<file path="config.mk">
export PLATFORM = sky130hd
export DESIGN_NAME = rr_arbiter8_flat
export DESIGN_NICKNAME = d
export VERILOG_FILES = /design/src/rtl/rr_arbiter8_if.sv /design/src/rtl/rr_arbiter8.sv /design/src/flat_wrapper.sv
export SDC_FILE = /design/constraint.sdc
export NUM_CORES = 1
export LEC_CHECK = 0
export CORE_MARGIN = 4
export CORE_UTILIZATION = 40
export CTS_CLUSTER_DIAMETER = 80
export DETAILED_ROUTE_END_ITERATION = 8
export SETUP_SLACK_MARGIN = 0.2
export SLEW_MARGIN = 40
export SYNTH_ARGS = -nofsm -noshare
export SYNTH_HDL_FRONTEND = slang
export SYNTH_SLANG_ARGS = --single-unit
export TNS_END_PERCENT = 50
</file>
<file path="constraint.sdc">
create_clock -name clk -period 3.1 [get_ports clk]
set_input_delay 0.465 -clock clk [delete_from_list [all_inputs] [get_ports clk]]
set_output_delay 0.465 -clock clk [all_outputs]
set_load 0.01 [all_outputs]
</file>
<file path="src/rtl/rr_arbiter8_if.sv">
// rr_arbiter8_if -- request/grant bundle between requesters and rr_arbiter8.
//
// Signals:
//   req      [7:0]  per-requester request
//   done            current holder releases the resource
//   gnt      [7:0]  one-hot grant, all-zero when idle
//   gnt_idx  [2:0]  binary index of holder (decoder select)
//   gnt_vld         grant active (decoder enable)
//   timeout         one-cycle pulse on forced release
//
// Modports:
//   master  requester side (drives req/done)
//   slave   arbiter side (drives grant outputs)

interface rr_arbiter8_if;
    logic [7:0] req;
    logic       done;
    logic [7:0] gnt;
    logic [2:0] gnt_idx;
    logic       gnt_vld;
    logic       timeout;

    modport master (
        output req,
        output done,
        input  gnt,
        input  gnt_idx,
        input  gnt_vld,
        input  timeout
    );

    modport slave (
        input  req,
        input  done,
        output gnt,
        output gnt_idx,
        output gnt_vld,
        output timeout
    );
endinterface

</file>
<file path="src/rtl/rr_arbiter8.sv">
// rr_arbiter8 -- 8-way round-robin arbiter for a shared 3-to-8 decoded
// resource. One holder at a time; all outputs registered; at least one idle
// cycle between consecutive grants.
//
// Ports:
//   clk    input   single clock, rising edge
//   rst_n  input   asynchronous active-low reset
//   arb    slave   req/done in; gnt/gnt_idx/gnt_vld/timeout out
//
// Parameters:
//   TIMEOUT_CYCLES  maximum grant hold in cycles (2..255), used only when
//                   the hold timer is built.
//
// Build option:
//   ARB_TIMEOUT_EN  when defined, a grant held TIMEOUT_CYCLES cycles without
//                   release is forced off and timeout pulses for that
//                   release cycle. When undefined, grants are held until
//                   done or request drop, and timeout is tied low.
//
// State   | meaning
// --------+-----------------------------------------------------------
// IDLE    | no holder; arbitrate req from ptr on the next edge
// GRANT   | holder gnt_idx owns the resource until done, req drop or
//         | (with the hold timer) expiry

module rr_arbiter8 #(
    parameter int TIMEOUT_CYCLES = 16
) (
    input  logic          clk,
    input  logic          rst_n,
    rr_arbiter8_if.slave  arb
);

    typedef enum logic {
        IDLE  = 1'b0,
        GRANT = 1'b1
    } state_t;

    state_t     state_q, state_d;
    logic [2:0] ptr_q, ptr_d;
    logic [2:0] idx_q, idx_d;
    logic [7:0] gnt_q, gnt_d;
    logic       vld_q, vld_d;
    logic       to_q, to_d;

    logic       pick_any;
    logic [2:0] pick_idx;
    logic       user_rel;
    logic       force_rel;

`ifdef ARB_TIMEOUT_EN
    localparam logic [7:0] HOLD_LAST = 8'(TIMEOUT_CYCLES - 1);
    logic [7:0] cnt_q, cnt_d;
`endif

    // Search ptr, ptr+1, ... ptr+7 (mod 8). Scanning from the far end down
    // leaves the nearest set request as the final assignment.
    always_comb begin
        pick_any = 1'b0;
        pick_idx = ptr_q;
        for (int i = 7; i >= 0; i--) begin
            if (arb.req[3'(ptr_q + 3'(i))]) begin
                pick_any = 1'b1;
                pick_idx = 3'(ptr_q + 3'(i));
            end
        end
    end

    always_comb begin
        user_rel  = arb.done || !arb.req[idx_q];
`ifdef ARB_TIMEOUT_EN
        force_rel = (cnt_q == HOLD_LAST);
`else
        force_rel = 1'b0;
`endif
    end

    always_comb begin
        state_d = state_q;
        ptr_d   = ptr_q;
        idx_d   = idx_q;
        gnt_d   = gnt_q;
        vld_d   = vld_q;
        to_d    = 1'b0;
`ifdef ARB_TIMEOUT_EN
        cnt_d   = cnt_q;
`endif
        case (state_q)
            IDLE: begin
                if (pick_any) begin
                    state_d = GRANT;
                    idx_d   = pick_idx;
                    gnt_d   = 8'b0000_0001 << pick_idx;
                    vld_d   = 1'b1;
`ifdef ARB_TIMEOUT_EN
                    cnt_d   = 8'd0;
`endif
                end
            end
            GRANT: begin
                if (user_rel || force_rel) begin
                    state_d = IDLE;
                    gnt_d   = 8'h00;
                    vld_d   = 1'b0;
                    ptr_d   = 3'(idx_q + 3'd1);
                    // A normal release in the same cycle wins: no pulse.
                    to_d    = force_rel && !user_rel;
                end
`ifdef ARB_TIMEOUT_EN
                else begin
                    cnt_d = 8'(cnt_q + 8'd1);
                end
`endif
            end
            default: begin
                state_d = IDLE;
                gnt_d   = 8'h00;
                vld_d   = 1'b0;
            end
        endcase
    end

    always_ff @(posedge clk or negedge rst_n) begin
        if (!rst_n) begin
            state_q <= IDLE;
            ptr_q   <= 3'd0;
            idx_q   <= 3'd0;
            gnt_q   <= 8'h00;
            vld_q   <= 1'b0;
            to_q    <= 1'b0;
        end else begin
            state_q <= state_d;
            ptr_q   <= ptr_d;
            idx_q   <= idx_d;
            gnt_q   <= gnt_d;
            vld_q   <= vld_d;
            to_q    <= to_d;
        end
    end

`ifdef ARB_TIMEOUT_EN
    always_ff @(posedge clk or negedge rst_n) begin
        if (!rst_n) begin
            cnt_q <= 8'd0;
        end else begin
            cnt_q <= cnt_d;
        end
    end

    assign arb.timeout = to_q;
`else
    // Pulse register is never set without the hold timer; kept so both
    // builds share one next-state block.
    assign arb.timeout = 1'b0;
`endif

    assign arb.gnt     = gnt_q;
    assign arb.gnt_idx = idx_q;
    assign arb.gnt_vld = vld_q;

endmodule

</file>
<file path="src/flat_wrapper.sv">
// flat-port wrapper written by rule: the top's interface ports become plain ports
module rr_arbiter8_flat 
#(
    parameter int TIMEOUT_CYCLES = 16
)
  (clk, rst_n, arb_req, arb_done, arb_gnt, arb_gnt_idx, arb_gnt_vld, arb_timeout);
  rr_arbiter8_if arb_i ();
  input  logic clk;
  input  logic rst_n;
  input wire logic [$bits(arb_i.req)-1:0] arb_req;
  input wire logic [$bits(arb_i.done)-1:0] arb_done;
  output wire logic [$bits(arb_i.gnt)-1:0] arb_gnt;
  output wire logic [$bits(arb_i.gnt_idx)-1:0] arb_gnt_idx;
  output wire logic [$bits(arb_i.gnt_vld)-1:0] arb_gnt_vld;
  output wire logic [$bits(arb_i.timeout)-1:0] arb_timeout;
  assign arb_i.req = arb_req;
  assign arb_i.done = arb_done;
  assign arb_gnt = arb_i.gnt;
  assign arb_gnt_idx = arb_i.gnt_idx;
  assign arb_gnt_vld = arb_i.gnt_vld;
  assign arb_timeout = arb_i.timeout;
  rr_arbiter8 #(.TIMEOUT_CYCLES(TIMEOUT_CYCLES)) u_core (.clk(clk), .rst_n(rst_n), .arb(arb_i));
endmodule
</file>
==> flow_summary.toml <==
[global_route]
grt_pass1_vias = 1989
grtUsageMet2 = 0.304
grt_pass1_wl_mm = 10.2
grt-busiest-layer = "met2"
use_met1 = 0.293
grt_max_degree = 26
antenna_found_initial = 0
grt_usage = 0.199
grt_util_met3 = 0.0168
gr-total-overflow = 0

[synthesis]
synthDistinctLibCells = 61
synth_top_area_cell = "dfrtp_1"
ys_seq_area_frac = 0.191
ys.flop_type = "dfrtp_1"
syn_avg_cell_area_um2 = 9.56
syn_nets = 233
syn_inst = 219
yosysWarnings = 0
syn-cell-area_mm2 = 0.00209
ys_ff_latch = 16
synthDominantCellAreaShare = 0.191
synth_edf_count = 0
synth_area_leaders = "dfrtp_1 (19%), mux4_2 (18%), mux2i_1 (6.2%)"
async_flop_share = 1.00

[finish]
syn_to_final_growth_pct = 36.4
final_cells = 341
diodes = 0
nets = 286
final_cell_mix = "buf_4 (44), mux4_2 (17), nor2_1 (15)"
drive_above_1_share = 0.395
mostFrequentLayoutCell = "buf_4"
stdcell_area_mm2 = 0.00286

[die]
ios = 24
die_h_um = 80.4
die_area_mm2 = 0.00646
die_x_um = 80.4
start_util = 0.410
core_area_mm2 = 0.00511
fp-row-count = 26

[power_and_ir_drop]
power.density_mw_per_mm2 = 1340
ir_drop_v = 0.000728
power_leakage_nw = 1.18

[sta]
min_period_ps = 2900
hold_viol_final = 0
finalCritPeriodShare = 0.935
final.setup.worst_slack_ps = 201
hold_ws_ps = 482
fmax_mhz = 345
drv_slew = 0
setup_viol = 0
max_slew.worst_pin.slew_ps = 694
rsz0062_at_grt = "yes"
skew_ps = 0.534
max_slew_margin = 0.536

[placement]
hpwl_mm = 4.56
place_area_mm2 = 0.00263
io_buffer_count = 22
place_ws_ps = -164
gp_congestion = 0.911
dp.cells = 330

[routing]
vias = 2019
drtPass1Iterations = 4
drc = 0
routed_wl_mm = 6.14
drt_iter0_markers = 112
drt-wirelength-per-cell_um = 18.0
viasPerCell = 5.92
ant_nets = 0

[worst_setup_path]
crit_arrival_ps = 3040
path_max_fanout = 8
critPathRequiredTime_ps = 3240
end_kind = "flip-flop"
critPathKind = "flip-flop to flip-flop"
worstSetupStartpointType = "flip-flop"

[clock_tree]
clockRootBuffer = "clkbuf_8"
tritoncts = "done"
htreeDepth = 1
insertion_delay_ps = 250
cts-buffers-inserted = 3
clockBufferDepth = 2
clk_pin_slew_ps = 60
cts_sinks = 16

[run_status]
status = "finished, final reports clean"

[min_path]
min_path_type = "flip-flop to flip-flop"

[flow_run]
cap_violations = 0
[power by group]
group / switching, mW / internal (mW) / total, mW
registers: 0.107 / 0.289 / 0.396
logic: 1.58 / 1.67 / 3.26
clock network: 0.0697 / 0.113 / 0.182
total: 1.76 / 2.07 / 3.83
[area by class of cell]
class / instances / area, um^2
Clock buffer: 4 / 55.1
Fill cell: 449 / 2250
Inverter: 8 / 35.0
Multi-Input combinational cell: 171 / 1650
Sequential cell: 16 / 403
Tap cell: 70 / 87.6
Timing Repair Buffer: 72 / 624
[timing repair]
item	4_1_cts	5_1_grt
buffers inserted	3	4
pin swaps	4	8
hold buffers	0	0
endpoints found under the setup margin	10	11
cloned	0	0
resized for setup	12	19
[flip-flops by register name, summed over array words and instances, names as in the netlist]
signal and cells:
u_core.arb.gnt_idx 3, u_core.ptr_q 3, u_core.arb.gnt_vld 1, u_core.state_q 1, u_core.arb.gnt 8
[metrics by stage]
step / setup TNS (ps) / util / power [mW]
floorplan: -689 / - / 2.35
global placement: -1400 / 0.515 / 3.18
detailed placement: -1530 / 0.515 / 3.18
CTS: 0 / 0.535 / 3.51
global route: 0 / 0.560 / 4.14
finish: 0 / 0.560 / 3.83
[final timing paths]
kind / from / cells after the start / end / slack [ps]
worst min register to register: u_core.arb.gnt_vld$_DFFE_PN0P_ / 1 / u_core.arb.gnt_vld$_DFFE_PN0P_ / 480
worst max-delay path: u_core.ptr_q[0]$_DFFE_PN0P_ / 11 / u_core.arb.gnt[7]$_DFFE_PN0P_ / 200
max in group asynchronous: rst_n / 1 / u_core.ptr_q[2]$_DFFE_PN0P_ / 1980
worst max register to register: u_core.ptr_q[0]$_DFFE_PN0P_ / 11 / u_core.arb.gnt[7]$_DFFE_PN0P_ / 200
worst min-delay path: u_core.arb.gnt_vld$_DFFE_PN0P_ / 1 / u_core.arb.gnt_vld$_DFFE_PN0P_ / 480
min in group asynchronous: rst_n / 1 / u_core.arb.gnt[1]$_DFFE_PN0P_ / 640
[routing by layer]
| metal | wire [um] | part of all wire | vias to the layer above |
|---|---|---|---|
| met1 | 2850 | 0.46 | 996 |
| met3 | 178 | 0.029 | 17 |
| met4 | 159 | 0.026 | 0 |
| li1 | - | - | 959 |
| met5 | 0 | 0 | - |
| met2 | 2950 | 0.48 | 47 |
[cell usage after synthesis (all sizes together), types with 7 or more instances]
library cell  number
a21oi              7
a32o               8
buf               12
clkbuf            12
dfrtp             16
inv                7
mux2              16
mux2i             13
mux4              17
nand2             11
nor2              16
nor2b              9
nor3               7
o21ai              7
[critical path: stages (launching register included)]
cell     delay [ps]
dfrtp_1         370
inv_2            70
ha_4            350
mux4_2          350
buf_6           140
mux2_4          280
a221o_1         270
a211o_1         250
a32oi_2         220
buf_4           160
o41ai_4          70
a32o_1          250
[cells by family (layout without fill, tap and decap cells)]
family | after synthesis | count (layout) | synth area share
and+or+nand+nor | 61 | 61 | 0.157
AOI/OAI and AO/OA | 57 | 57 | 0.217
muxes | 46 | 46 | 0.331
buffers and inverters | 32 | 84 | 0.0723
DFF | 16 | 16 | 0.191
adders and majority gates | 3 | 3 | 0.0179
xor gates and xnor gates | 3 | 3 | 0.0125
other | 1 | 1 | 0.00179
No activity file was read; power rests on OpenSTA's default activity.
